### src/rtl/rst_seq_ctrl.sv
// rst_seq_ctrl: sequences a set of downstream reset domains.
// All domains are put into reset and must acknowledge. They are then held for a
// fixed time and released one at a time in ascending order, each release waiting
// for that domain's acknowledge to drop. A missing acknowledge ends in a sticky
// error that records the offending domain. Every output is a registered decode
// of the next state, so nothing downstream sees combinational glitches.
module rst_seq_ctrl #(
    parameter int NumDomains   = 4,
    parameter int HoldCycles   = 16,
    parameter int AckTimeout   = 255,
    parameter int SyncRegWidth = 2,
    localparam int DomW        = (NumDomains > 1) ? $clog2(NumDomains) : 1
) (
    input  logic                  i_clk,
    input  logic                  i_rst,
    input  logic                  i_req,
    input  logic [NumDomains-1:0] i_ack,
    output logic [NumDomains-1:0] o_rst_n,
    output logic                  o_busy,
    output logic                  o_done,
    output logic                  o_err,
    output logic [DomW-1:0]       o_err_domain
);

    localparam int CntMax = (HoldCycles > AckTimeout) ? HoldCycles : AckTimeout;
    localparam int CntW   = $clog2(CntMax + 1);

    // Terminal counter values: the counter holds "cycles already spent", so the
    // last permitted cycle in a state is the one where it equals limit-1.
    localparam logic [CntW-1:0] HoldLast = CntW'(HoldCycles - 1);
    localparam logic [CntW-1:0] AckLast  = CntW'(AckTimeout - 1);
    localparam logic [DomW-1:0] DomLast  = DomW'(NumDomains - 1);

    typedef enum logic [2:0] {
        S_IDLE,
        S_ASSERT,
        S_HOLD,
        S_RELEASE,
        S_DONE,
        S_ERR
    } state_t;

    state_t                                r_state;
    state_t                                w_state_nxt;
    logic [CntW-1:0]                       r_cnt;
    logic [CntW-1:0]                       w_cnt_nxt;
    logic [DomW-1:0]                       r_k;
    logic [DomW-1:0]                       w_k_nxt;
    logic [SyncRegWidth-1:0][NumDomains-1:0] r_sync;
    logic [NumDomains-1:0]                 w_ack_s;
    logic                                  w_ack_k;
    logic [DomW-1:0]                       w_low_nack;
    logic [NumDomains-1:0]                 w_rst_n_nxt;
    logic                                  w_busy_nxt;
    logic                                  w_done_nxt;
    logic                                  w_err_nxt;
    logic [DomW-1:0]                       w_err_dom_nxt;

    // Acknowledge synchronizer; resets to "in reset" so power-on needs no ack wait.
    always_ff @(posedge i_clk or negedge i_rst) begin
        if (!i_rst) begin
            r_sync <= '1;
        end else begin
            r_sync <= {r_sync[SyncRegWidth-2:0], i_ack};
        end
    end

    assign w_ack_s = r_sync[SyncRegWidth-1];
    assign w_ack_k = w_ack_s[r_k];

    // Lowest-index domain still not acknowledging reset, reported on an ASSERT timeout.
    always_comb begin
        w_low_nack = '0;
        for (int j = NumDomains - 1; j >= 0; j--) begin
            if (!w_ack_s[j]) begin
                w_low_nack = DomW'(j);
            end
        end
    end

    // State, cycle counter and release index; reset restarts a full sequence from ASSERT.
    always_ff @(posedge i_clk or negedge i_rst) begin
        if (!i_rst) begin
            r_state <= S_ASSERT;
            r_cnt   <= '0;
            r_k     <= '0;
        end else begin
            r_state <= w_state_nxt;
            r_cnt   <= w_cnt_nxt;
            r_k     <= w_k_nxt;
        end
    end

    // Next-state logic; an exit condition always takes priority over the timeout.
    always_comb begin
        w_state_nxt = r_state;
        w_cnt_nxt   = r_cnt;
        w_k_nxt     = r_k;
        case (r_state)
            S_IDLE: begin
                if (i_req) begin
                    w_state_nxt = S_ASSERT;
                    w_cnt_nxt   = '0;
                    w_k_nxt     = '0;
                end
            end
            S_ASSERT: begin
                if (&w_ack_s) begin
                    w_state_nxt = S_HOLD;
                    w_cnt_nxt   = '0;
                end else if (r_cnt == AckLast) begin
                    w_state_nxt = S_ERR;
                end else begin
                    w_cnt_nxt = r_cnt + 1'b1;
                end
            end
            S_HOLD: begin
                if (r_cnt == HoldLast) begin
                    w_state_nxt = S_RELEASE;
                    w_cnt_nxt   = '0;
                    w_k_nxt     = '0;
                end else begin
                    w_cnt_nxt = r_cnt + 1'b1;
                end
            end
            S_RELEASE: begin
                if (!w_ack_k) begin
                    w_cnt_nxt = '0;
                    if (r_k == DomLast) begin
                        w_state_nxt = S_DONE;
                    end else begin
                        w_k_nxt = r_k + 1'b1;
                    end
                end else if (r_cnt == AckLast) begin
                    w_state_nxt = S_ERR;
                end else begin
                    w_cnt_nxt = r_cnt + 1'b1;
                end
            end
            S_DONE: begin
                w_state_nxt = S_IDLE;
                w_cnt_nxt   = '0;
            end
            S_ERR: begin
                if (i_req) begin
                    w_state_nxt = S_ASSERT;
                    w_cnt_nxt   = '0;
                    w_k_nxt     = '0;
                end
            end
            default: begin
                w_state_nxt = S_IDLE;
                w_cnt_nxt   = '0;
                w_k_nxt     = '0;
            end
        endcase
    end

    // Output decode of the next state, so registered outputs line up with the state register.
    always_comb begin
        w_rst_n_nxt   = '0;
        w_busy_nxt    = 1'b1;
        w_done_nxt    = 1'b0;
        w_err_nxt     = 1'b0;
        w_err_dom_nxt = '0;
        case (w_state_nxt)
            S_IDLE: begin
                w_rst_n_nxt = '1;
                w_busy_nxt  = 1'b0;
            end
            S_RELEASE: begin
                for (int j = 0; j < NumDomains; j++) begin
                    w_rst_n_nxt[j] = (j <= int'(w_k_nxt));
                end
            end
            S_DONE: begin
                w_rst_n_nxt = '1;
                w_done_nxt  = 1'b1;
            end
            S_ERR: begin
                w_busy_nxt = 1'b0;
                w_err_nxt  = 1'b1;
                if (r_state == S_ERR) begin
                    w_err_dom_nxt = o_err_domain;
                end else if (r_state == S_ASSERT) begin
                    w_err_dom_nxt = w_low_nack;
                end else begin
                    w_err_dom_nxt = r_k;
                end
            end
            default: begin
                w_rst_n_nxt = '0;
            end
        endcase
    end

    // Output registers; domain resets assert asynchronously with the controller reset.
    always_ff @(posedge i_clk or negedge i_rst) begin
        if (!i_rst) begin
            o_rst_n      <= '0;
            o_busy       <= 1'b1;
            o_done       <= 1'b0;
            o_err        <= 1'b0;
            o_err_domain <= '0;
        end else begin
            o_rst_n      <= w_rst_n_nxt;
            o_busy       <= w_busy_nxt;
            o_done       <= w_done_nxt;
            o_err        <= w_err_nxt;
            o_err_domain <= w_err_dom_nxt;
        end
    end

endmodule

### config.mk
export PLATFORM = sky130hd
export DESIGN_NAME = rst_seq_ctrl
export DESIGN_NICKNAME = d
export VERILOG_FILES = /design/src/rtl/rst_seq_ctrl.sv
export SDC_FILE = /design/constraint.sdc
export NUM_CORES = 1
export LEC_CHECK = 0
export CORE_AREA = 2 2 60 62
export DETAILED_ROUTE_END_ITERATION = 10
export DIE_AREA = 0 0 62 64
export PLACE_DENSITY = 0.77
export SYNTH_ARGS = -nofsm -noshare
export SYNTH_HDL_FRONTEND = slang
export SYNTH_SLANG_ARGS = --single-unit
### constraint.sdc
create_clock -name i_clk -period 1.7 [get_ports i_clk]
set_clock_uncertainty 0.1 [all_clocks]
set_input_delay 0.255 -clock i_clk [delete_from_list [all_inputs] [get_ports i_clk]]
set_output_delay 0.255 -clock i_clk [all_outputs]
set_load 0.005 [all_outputs]
### Yosys cells after proc, flatten, opt, wreduce, memory -nomap -nowiden

Index checks and enable logic that the tools add are counted.

| storage, ports and cells | value |
|---|---|
| bits in registers | 30 |
| logic and storage cells | 67 |

| cells by class | value |
|---|---|
| reductions and logical operators | 7 |
| add/sub/neg operators | 2 |
| equal/unequal tests | 13 |
| muxes and demuxes | 31 |
| magnitude comparators | 4 |

Operators by type and width:

| kind | count |
|---|---|
| 8-bit 2-to-1 mux | 5 |
| 8-bit one-hot mux with 4 select lines | 1 |
| 2-bit 2-to-1 mux | 11 |
| 3-bit 2-to-1 mux | 6 |
| 3-bit equality test (second input constant) | 4 |
| 3-bit one-hot mux with 4 select lines | 1 |
| 3-bit by 2-bit equality test with 1-bit output (second input constant) | 3 |
| 8-bit by 1-bit adder with 8-bit output (second input constant) | 1 |
| 8-bit by 4-bit equality test with 1-bit output (second input constant) | 1 |
| 8-bit equality test (second input constant) | 1 |
| 2-bit one-hot mux with 4 select lines | 1 |
| 4-bit one-hot mux with 2 select lines | 1 |
| 2-bit OR reduction | 4 |
| 3-bit zero test | 2 |
| 2-bit less-or-equal comparator (first input constant) | 2 |
| 1-bit 2-to-1 mux | 4 |
| 4-bit AND reduction | 1 |
| 3-bit by 1-bit equality test with 1-bit output (second input constant) | 1 |
| 2-bit by 3-bit less-than comparator with 1-bit output (second input constant) | 1 |
| 2-bit by 1-bit adder with 2-bit output (second input constant) | 1 |
| 1-bit binary-select mux with 2-bit select | 1 |
| 2-bit equality test (second input constant) | 1 |
| 1-bit by 2-bit less-or-equal comparator with 1-bit output (first input constant) | 1 |
| 2-bit by 1-bit inequality test with 1-bit output (second input constant) | 1 |
| 2-bit inequality test (second input constant) | 1 |

### Depth between registers and ports, before layout

Gate-level depths: netlist of the first run.

| depth | value |
|---|---|
| word-level depth | 7 |
| gate-level depth with buffers | 7 |
| gate-level depth less buffers | 7 |

### Worst setup path before layout of the first run

Ideal clock, no wire load.

| path | value |
|---|---|
| path kind | register -> register |
| start | register r_state[0] |
| end | register o_rst_n[3] |
| setup time | 0.120 ns |
| stages on the path, launching flop included | 8 |
| required time | 1.480 ns |
| path slack | -0.157 ns |
| arrival time | 1.638 ns |
| clock period less this slack | 1.857 ns |
| cell sequence | dfstp_2 -> buf_2 -> nor2b_1 -> clkbuf_1 -> a21oi_1 -> o2bb2ai_2 -> nor3_1 -> a31o_1 |

| on the way | value |
|---|---|
| longest elaborated chain between the ends | 6 |
| elaborated cells on any way between the ends | 22 |
| classes of those cells | order compare: 1; eq/ne: 7; mux: 9; reduce/logical: 5 |

RTL lines:

| what | RTL line | source |
|---|---|---|
| from (decl) | 43 | `state_t r_state;` |
| from (signal assigned) | 88 | `r_state <= w_state_nxt;` |
| 3-bit equality test / 3-bit zero test (equally long branches) | 99 | `case (r_state)` |
| 2-bit OR reduction (no source line) | n/a |  |
| 3-bit one-hot mux with 4 select lines * | 99 |  |
| net w_state_nxt[1] | 44 | `state_t w_state_nxt;` |
| 3-bit equality test / 3-bit zero test (equally long branches) | 166 | `case (w_state_nxt)` |
| 2-bit OR reduction (no source line) | n/a |  |
| 4-bit one-hot mux with 2 select lines * | 166 |  |
| net w_rst_n_nxt[3] | 53 | `logic [NumDomains-1:0] w_rst_n_nxt;` |
| to (signal assigned) | 206 | `o_rst_n <= w_rst_n_nxt;` |
| to (decl) | 18 | `output logic [NumDomains-1:0] o_rst_n,` |

The timed path passes the listed nets; every way through them passes the cells marked *.
A chain may end at the register's enable or synchronous reset.

### Worst setup path in the final report of the first run

| path | value |
|---|---|
| start | register r_k[0] |
| end | register o_err |

| on the way | value |
|---|---|
| longest elaborated chain between the ends | 6 |
| elaborated cells on any way between the ends | 8 |
| classes of those cells | eq/ne: 2; mux: 6 |

RTL lines:

| what | RTL line | source |
|---|---|---|
| from (decl) | 47 | `logic [DomW-1:0] r_k;` |
| from (signal assigned) | 90 | `r_k <= w_k_nxt;` |
| 1-bit binary-select mux with 2-bit select / 2-bit equality test (equally long branches) | 69, 129 |  |
| 1-bit 2-to-1 mux (implied by the code) / 3-bit 2-to-1 mux (equally long branches) | 69, 129 |  |
| 3-bit 2-to-1 mux * | 127 | `if (!w_ack_k) begin` |
| 3-bit one-hot mux with 4 select lines * | 99 |  |
| 3-bit equality test * | 166 |  |
| 1-bit 2-to-1 mux * | 166 |  |
| net w_err_nxt | 56 | `logic w_err_nxt;` |
| to (signal assigned) | 209 | `o_err <= w_err_nxt;` |
| to (decl) | 21 | `output logic o_err,` |

The timed path passes the listed nets; every way through them passes the cells marked *. The select of a mux whose other input is x is not followed.

==> results of run 1 <==
[logic make-up after synthesis]
kind of cell               synth area share, %
AOI/OAI and AO/OA                         25.1
and+or+nand+nor                           17.3
DFF                                       48.1
buffers and inverters                     3.86
muxes                                     3.07
xor gates and xnor gates                  1.10
adders and majority gates                 1.58
[cells in the mapped netlist, types with 2 or more instances]
| cell | n |
|---|---|
| dfrtp_1 | 20 |
| o21ai_0 | 13 |
| dfstp_2 | 10 |
| nand2_1 | 10 |
| inv_1 | 9 |
| a21oi_1 | 7 |
| nand3_1 | 6 |
| nor2_1 | 6 |
| nor3_1 | 5 |
| a21o_1 | 4 |
| a31oi_1 | 4 |
| and3_1 | 4 |
| nand2b_1 | 4 |
| nor2b_1 | 4 |
| a22o_1 | 3 |
| buf_2 | 3 |
| a211oi_1 | 2 |
| a21boi_1 | 2 |
| a311oi_1 | 2 |
| and4_1 | 2 |
| clkbuf_1 | 2 |
| ha_1 | 2 |
| nand4_1 | 2 |
| o21a_1 | 2 |
| o2bb2ai_1 | 2 |
[path summary, 6_finish.rpt]
path	startpoint	to	depth (start not counted)
max	r_k[0]	o_err	6
min	i_rst	r_cnt[2]	2
max reg2reg	r_k[0]	o_err	6
min reg2reg	r_sync[2]	w_ack_s[2]	0
max in group asynchronous	i_rst	w_ack_s[1]	2
min in group i_clk	i_ack[1]	r_sync[1]	1
[flip-flops by register name, summed over array words and instances, names as in the netlist]
name	cells
o_done	1
r_k	2
o_err	1
o_busy	1
w_ack_s	4
r_sync	4
o_rst_n	4
r_cnt	8
r_state	3
o_err_domain	2
[what timing repair did]
item                       CTS  global route
setup endpoints to repair   22            21
resized for setup           29            23
buffers inserted             1             5
pin swaps                    5            11
cloned                       0             0
[cell type report]
cell class,count,area (sq um)
Clock buffer,7,55.1
Sequential cell,30,764
Tap cell,46,57.6
Clock inverter,1,5.00
Multi-Input combinational cell,112,1010
Inverter,9,33.8
Fill cell,234,883
Timing Repair Buffer,58,475
[power by group]
| part | total [mW] | internal [mW] | leakage, nW | switching, mW |
|---|---|---|---|---|
| registers | 1.08 | 0.913 | 0.370 | 0.165 |
| logic | 2.28 | 1.16 | 0.625 | 1.12 |
| clock network | 0.450 | 0.200 | 0.0353 | 0.250 |
| total | 3.81 | 2.27 | 1.03 | 1.54 |
[layer usage]
layer	part of all wire [%]	vias to the layer above	global-route usage, %
li1	-	705	-
met1	40	755	30.6
met2	53	54	40.8
met3	4.7	16	5.06
met4	2.5	0	7.98
met5	0	-	0
==> flow_summary.json, run 1 <==
{
  "hpwl_mm": 3.03,
  "cp_cell_sequence": "mux4_2 -> a21o_1 -> a32oi_2 -> o21bai_4 -> buf_4 -> inv_2",
  "yosysSeqAreaShare_pct": 48.1,
  "via_count": 1530,
  "total_power_mw": 3.81,
  "slew_headroom_pct": 75.1,
  "clock_path_buffers": 2,
  "grt_setup_unrepaired": "yes",
  "synth_cells": 157,
  "fp.dieW_um": 62,
  "hp-class": "primary input to async pin",
  "grt.overflow.total": 0,
  "setup_violations": 16,
  "antenna_cells": 0,
  "vias_per_cell": 5.82,
  "dieArea_sq_um": 3970,
  "rows": 21,
  "ys.flop_type": "dfrtp_1",
  "drt_wl_total_mm": 4.48,
  "clk_latency_ps": 330,
  "cts_tree": "built",
  "port_buffers": 15,
  "dp_cells": 252,
  "cts_num_sinks": 30,
  "vdd_drop_max_uv": 1010,
  "grt_max_degree": 31,
  "p_leak_nw": 1.03,
  "syn_nets": 166,
  "cp-start-kind": "register",
  "status": "finished, violations left",
  "clock.fmax_mhz": 515,
  "drc": 0,
  "synth_edf_count": 0,
  "antenna_found_initial": 0,
  "holdBufCountCts": 0,
  "cts_buffers": 5,
  "synthArstFlopShare_pct": 100,
  "cap_viol_max_count": 0,
  "period_share_pct": 114,
  "synth.cell_area_sq_um": 1590,
  "path_buf_inv": 2,
  "final_util_pct": 73.1,
  "end_kind": "register",
  "placed_cell_area_sq_um": 2120,
  "yosysUniqueCellTypes": 52,
  "routedWlPerCell_um": 17.0,
  "clkTransAtPathRegs_ps": 100,
  "dpl_worst_slack_ps": -203,
  "drt_iter0_drc": 111,
  "period_minus_slack_ps": 1940,
  "cpPeakStageDelay_ps": 590,
  "synth_area_leaders": "dfrtp_1 (32%), dfstp_2 (17%), o21ai_0 (4.1%)",
  "power_density_nw_per_um2": 1590,
  "htree_levels": 2,
  "drive_gt1_share_pct": 50.2,
  "slew_viol_final": 0,
  "syn_avg_cell_area_sq_um": 10.1,
  "areaGrowthSynthToFinish_pct": 51.2,
  "drtAntennaViolNets": 0,
  "yosys_warnings": 0,
  "cp_max_fo": 4,
  "crit_path_top_delay_cell": "mux4_2",
  "hold_violations": 0,
  "place.gp.congestion": 0.906,
  "final_cell_mix": "buf_4 (42), dfrtp_1 (19), clkdlybuf4s50_1 (14), dfstp_2 (10), nand2_1 (9)",
  "root_buffer": "clkbuf_4",
  "nNetsFinal": 225,
  "io_pins": 16,
  "finalInstanceArea_sq_um": 2400,
  "synth_top_area_share_pct": 31.5,
  "grt_usage_pct": 24.4,
  "synth_seq_cells": 30,
  "critPathKind": "register to register",
  "start_util_pct": 48.3,
  "layout_commonest_cell": "buf_4",
  "cp.required_ps": 1830,
  "synth_top_area_cell": "dfrtp_1",
  "arrival_ps": 2070,
  "first_pass_iters": 5,
  "grt_pass1_vias": 1600,
  "finalSetupTns_ps": -2560,
  "path_delay_family": "compound AO/OA/AOI/OAI gates",
  "worst_pin_slew_ps": 373,
  "grt_pass1_wl_mm": 7.33,
  "instances_no_fill": 263,
  "die_h_um": 64,
  "setup_ws_ps": -242,
  "core_area_sq_um": 3280,
  "hold_slack_ps": 198,
  "violations": "setup timing",
  "r2r_slack_ps": -240
}
Power figures use the tool's default switching activity.
==> run 2: changes to the inputs <==
==> config.mk (replaced) <==
export PLATFORM = sky130hd
export DESIGN_NAME = rst_seq_ctrl
export DESIGN_NICKNAME = d
export VERILOG_FILES = /design/src/rtl/rst_seq_ctrl.sv
export SDC_FILE = /design/constraint.sdc
export NUM_CORES = 1
export LEC_CHECK = 0
export CORE_AREA = 2 2 67 69
export DETAILED_ROUTE_END_ITERATION = 10
export DIE_AREA = 0 0 69 71
export SYNTH_ARGS = -nofsm -noshare
export SYNTH_HDL_FRONTEND = slang
export SYNTH_SLANG_ARGS = --single-unit
==> run 2 against run 1 <==
  * The flow still finishes with violations (setup timing)
  * Utilization is 14 points lower
  * Global-route usage is 6.0 points lower
  * Clock power is 56% higher
  * Sequential share of layout area is 1.2 points lower
  * Largest cell class unchanged
  * Critical path depth is 1 lower
  * Cell count is 4.2% higher
  * Die area is 23% higher
  * Fmax is 4.5% higher
  * Clock-buffer cell count is 1 lower
  * Combinational power hardly changed
  * First-iteration DRC count is 28% lower
==> flow_summary.json, run 2 (same netlist as run 1, synthesis figures left out) <==
{
  "status": "finished, violations left",
  "violations": "setup timing",
  "antenna_found_initial": 0,
  "drive_gt1_share_pct": 47.3,
  "slew_headroom_pct": 74.7,
  "period_share_pct": 109,
  "dieArea_sq_um": 4900,
  "placed_cell_area_sq_um": 2160,
  "pwr-share-seq_pct": 26.5,
  "routedWlPerCell_um": 15.6,
  "drc": 0,
  "start_util_pct": 37.8,
  "setup_violations": 16,
  "fp.dieW_um": 69,
  "cts_buffers": 5,
  "first_pass_iters": 4,
  "final_cell_mix": "buf_4 (45), dfrtp_1 (20), clkdlybuf4s50_1 (15), dfstp_2 (10), nand2_1 (9)",
  "p_comb_share_pct": 56.0,
  "grt_usage_pct": 18.4,
  "cp_max_fo": 4,
  "slew_viol_final": 0,
  "cts_num_sinks": 30,
  "antenna_cells": 0,
  "clkPwrFrac_pct": 17.5,
  "clock.fmax_mhz": 538,
  "drt_iter0_drc": 80,
  "power_density_nw_per_um2": 1620,
  "use_met3_pct": 3.56,
  "worst_pin_slew_ps": 376,
  "arrival_ps": 1930,
  "drtAntennaViolNets": 0,
  "hp-class": "primary input to async pin",
  "r2r_cells": 5,
  "clk_latency_ps": 280,
  "cell_internal_pwr_mw": 2.52,
  "htree_levels": 2,
  "setup_ws_ps": -158,
  "grt_setup_unrepaired": "yes",
  "hpwl_mm": 3.01,
  "cap_viol_max_count": 0,
  "holdBufCountCts": 0,
  "grt_pass1_vias": 1505,
  "finalSetupTns_ps": -1810,
  "place.gp.congestion": 0.792,
  "netSwitchingPower_mw": 1.50,
  "busiest_layer": "met2",
  "fill_cells": 358,
  "root_buffer": "clkbuf_8",
  "cp-start-kind": "register",
  "die_h_um": 71,
  "hold_violations": 0,
  "areaGrowthSynthToFinish_pct": 56.8,
  "cts_tree": "built",
  "rows": 24,
  "clock_path_buffers": 2,
  "p_leak_nw": 1.07,
  "vias_per_cell": 5.35,
  "multi_input_area_sq_um": 996,
  "grt_pass1_wl_mm": 7.23,
  "globalRouteMet1Util_pct": 23.7,
  "clkTransAtPathRegs_ps": 70,
  "largest_register_ffs": 8,
  "core_area_sq_um": 4200,
  "crit_path_end": "o_rst_n[3]",
  "nNetsFinal": 230,
  "worstReg2RegEnd": "o_rst_n[3]",
  "end_kind": "register",
  "period_minus_slack_ps": 1860,
  "io_pins": 16,
  "port_buffers": 15,
  "dpl_worst_slack_ps": -193,
  "largest-register": "r_cnt",
  "grt_max_degree": 31,
  "vdd_drop_max_uv": 887,
  "regArea_sq_um": 763,
  "grt.overflow.total": 0,
  "r2r_start": "r_k[0]",
  "drt_wl_total_mm": 4.28,
  "via_count": 1465,
  "layout_commonest_cell": "buf_4",
  "cp.required_ps": 1770,
  "finalInstanceArea_sq_um": 2490,
  "p_sw_share_pct": 37.3,
  "critPathKind": "register to register",
  "r2r_slack_ps": -160,
  "cp-startpoint": "r_k[0]",
  "met2_usage_pct": 30.8
}
==> run 2: changes by cell type in the layout (fill, tap and decap cells not counted), sizes merged <==
cell / delta
buf: +5
bufinv: +1
clkbuf: -1
clkdlybuf4s50: +1
clkinv: -1
clkinvlp: +1
dlygate4sd2: -1
==> run 2: worst min-delay path by stage <==
stage	from	to	slack (ps)	cells after the start
finish	i_rst	r_cnt[3]	250	2
global route	r_sync[0]	w_ack_s[0]	260	0
CTS	r_sync[0]	w_ack_s[0]	260	0
detailed placement	r_sync[0]	w_ack_s[0]	250	0
global placement	r_sync[2]	w_ack_s[2]	250	0
floorplan	i_rst	o_done	-140	0
==> run 2: cell type report <==
class,instances,area share [%]
clock buffer,6,2.91
clock inverter,2,1.51
inverter,9,1.36
multi-input combinational,112,40.0
sequential,30,30.7
tap,52,2.61
timing repair buffer,63,21.0
==> run 2: per-stage QoR <==
| stage | utilization (%) | hold slack [ps] | cells | total power [mW] |
|---|---|---|---|---|
| 2_1_floorplan | - | -141 | 157 | 2.11 |
| 3_3_place_gp | 51.3 | 246 | 262 | 2.88 |
| 3_5_place_dp | 51.3 | 247 | 262 | 2.91 |
| 4_1_cts | 57.5 | 257 | 272 | 3.91 |
| 5_1_grt | 59.2 | 262 | 274 | 4.31 |
| 6_report | 59.2 | 253 | 274 | 4.03 |
==> run 2: power by group through the flow <==
stage | logic (mW) | clock network (mW) | registers, mW
detailed placement | 1.84 | 0 | 1.07
floorplan | 1.08 | 0 | 1.03
global route | 2.46 | 0.765 | 1.09
finish | 2.26 | 0.703 | 1.07
global placement | 1.82 | 0 | 1.06
CTS | 2.12 | 0.724 | 1.06
==> run 2: worst max-delay path, stage by stage (launching register included) <==
cell and delay, ps:
dfrtp_1 390, mux4_2 580, a31oi_4 240, o2bb2ai_4 160
nor3_2 90, a31o_1 200
==> run 2: repair_timing <==
item | 4_1_cts | 5_1_grt
pin swaps | 13 | 14
resized for setup | 32 | 13
buffers inserted | 2 | 2
endpoints found under the setup margin | 21 | 20
cloned | 0 | 0
==> run 2: layer usage <==
metal / routed length, um / vias up
met5: 0 / -
met4: 56 / 0
met3: 113 / 5
met2: 2150 / 20
met1: 1970 / 725
li1: - / 715
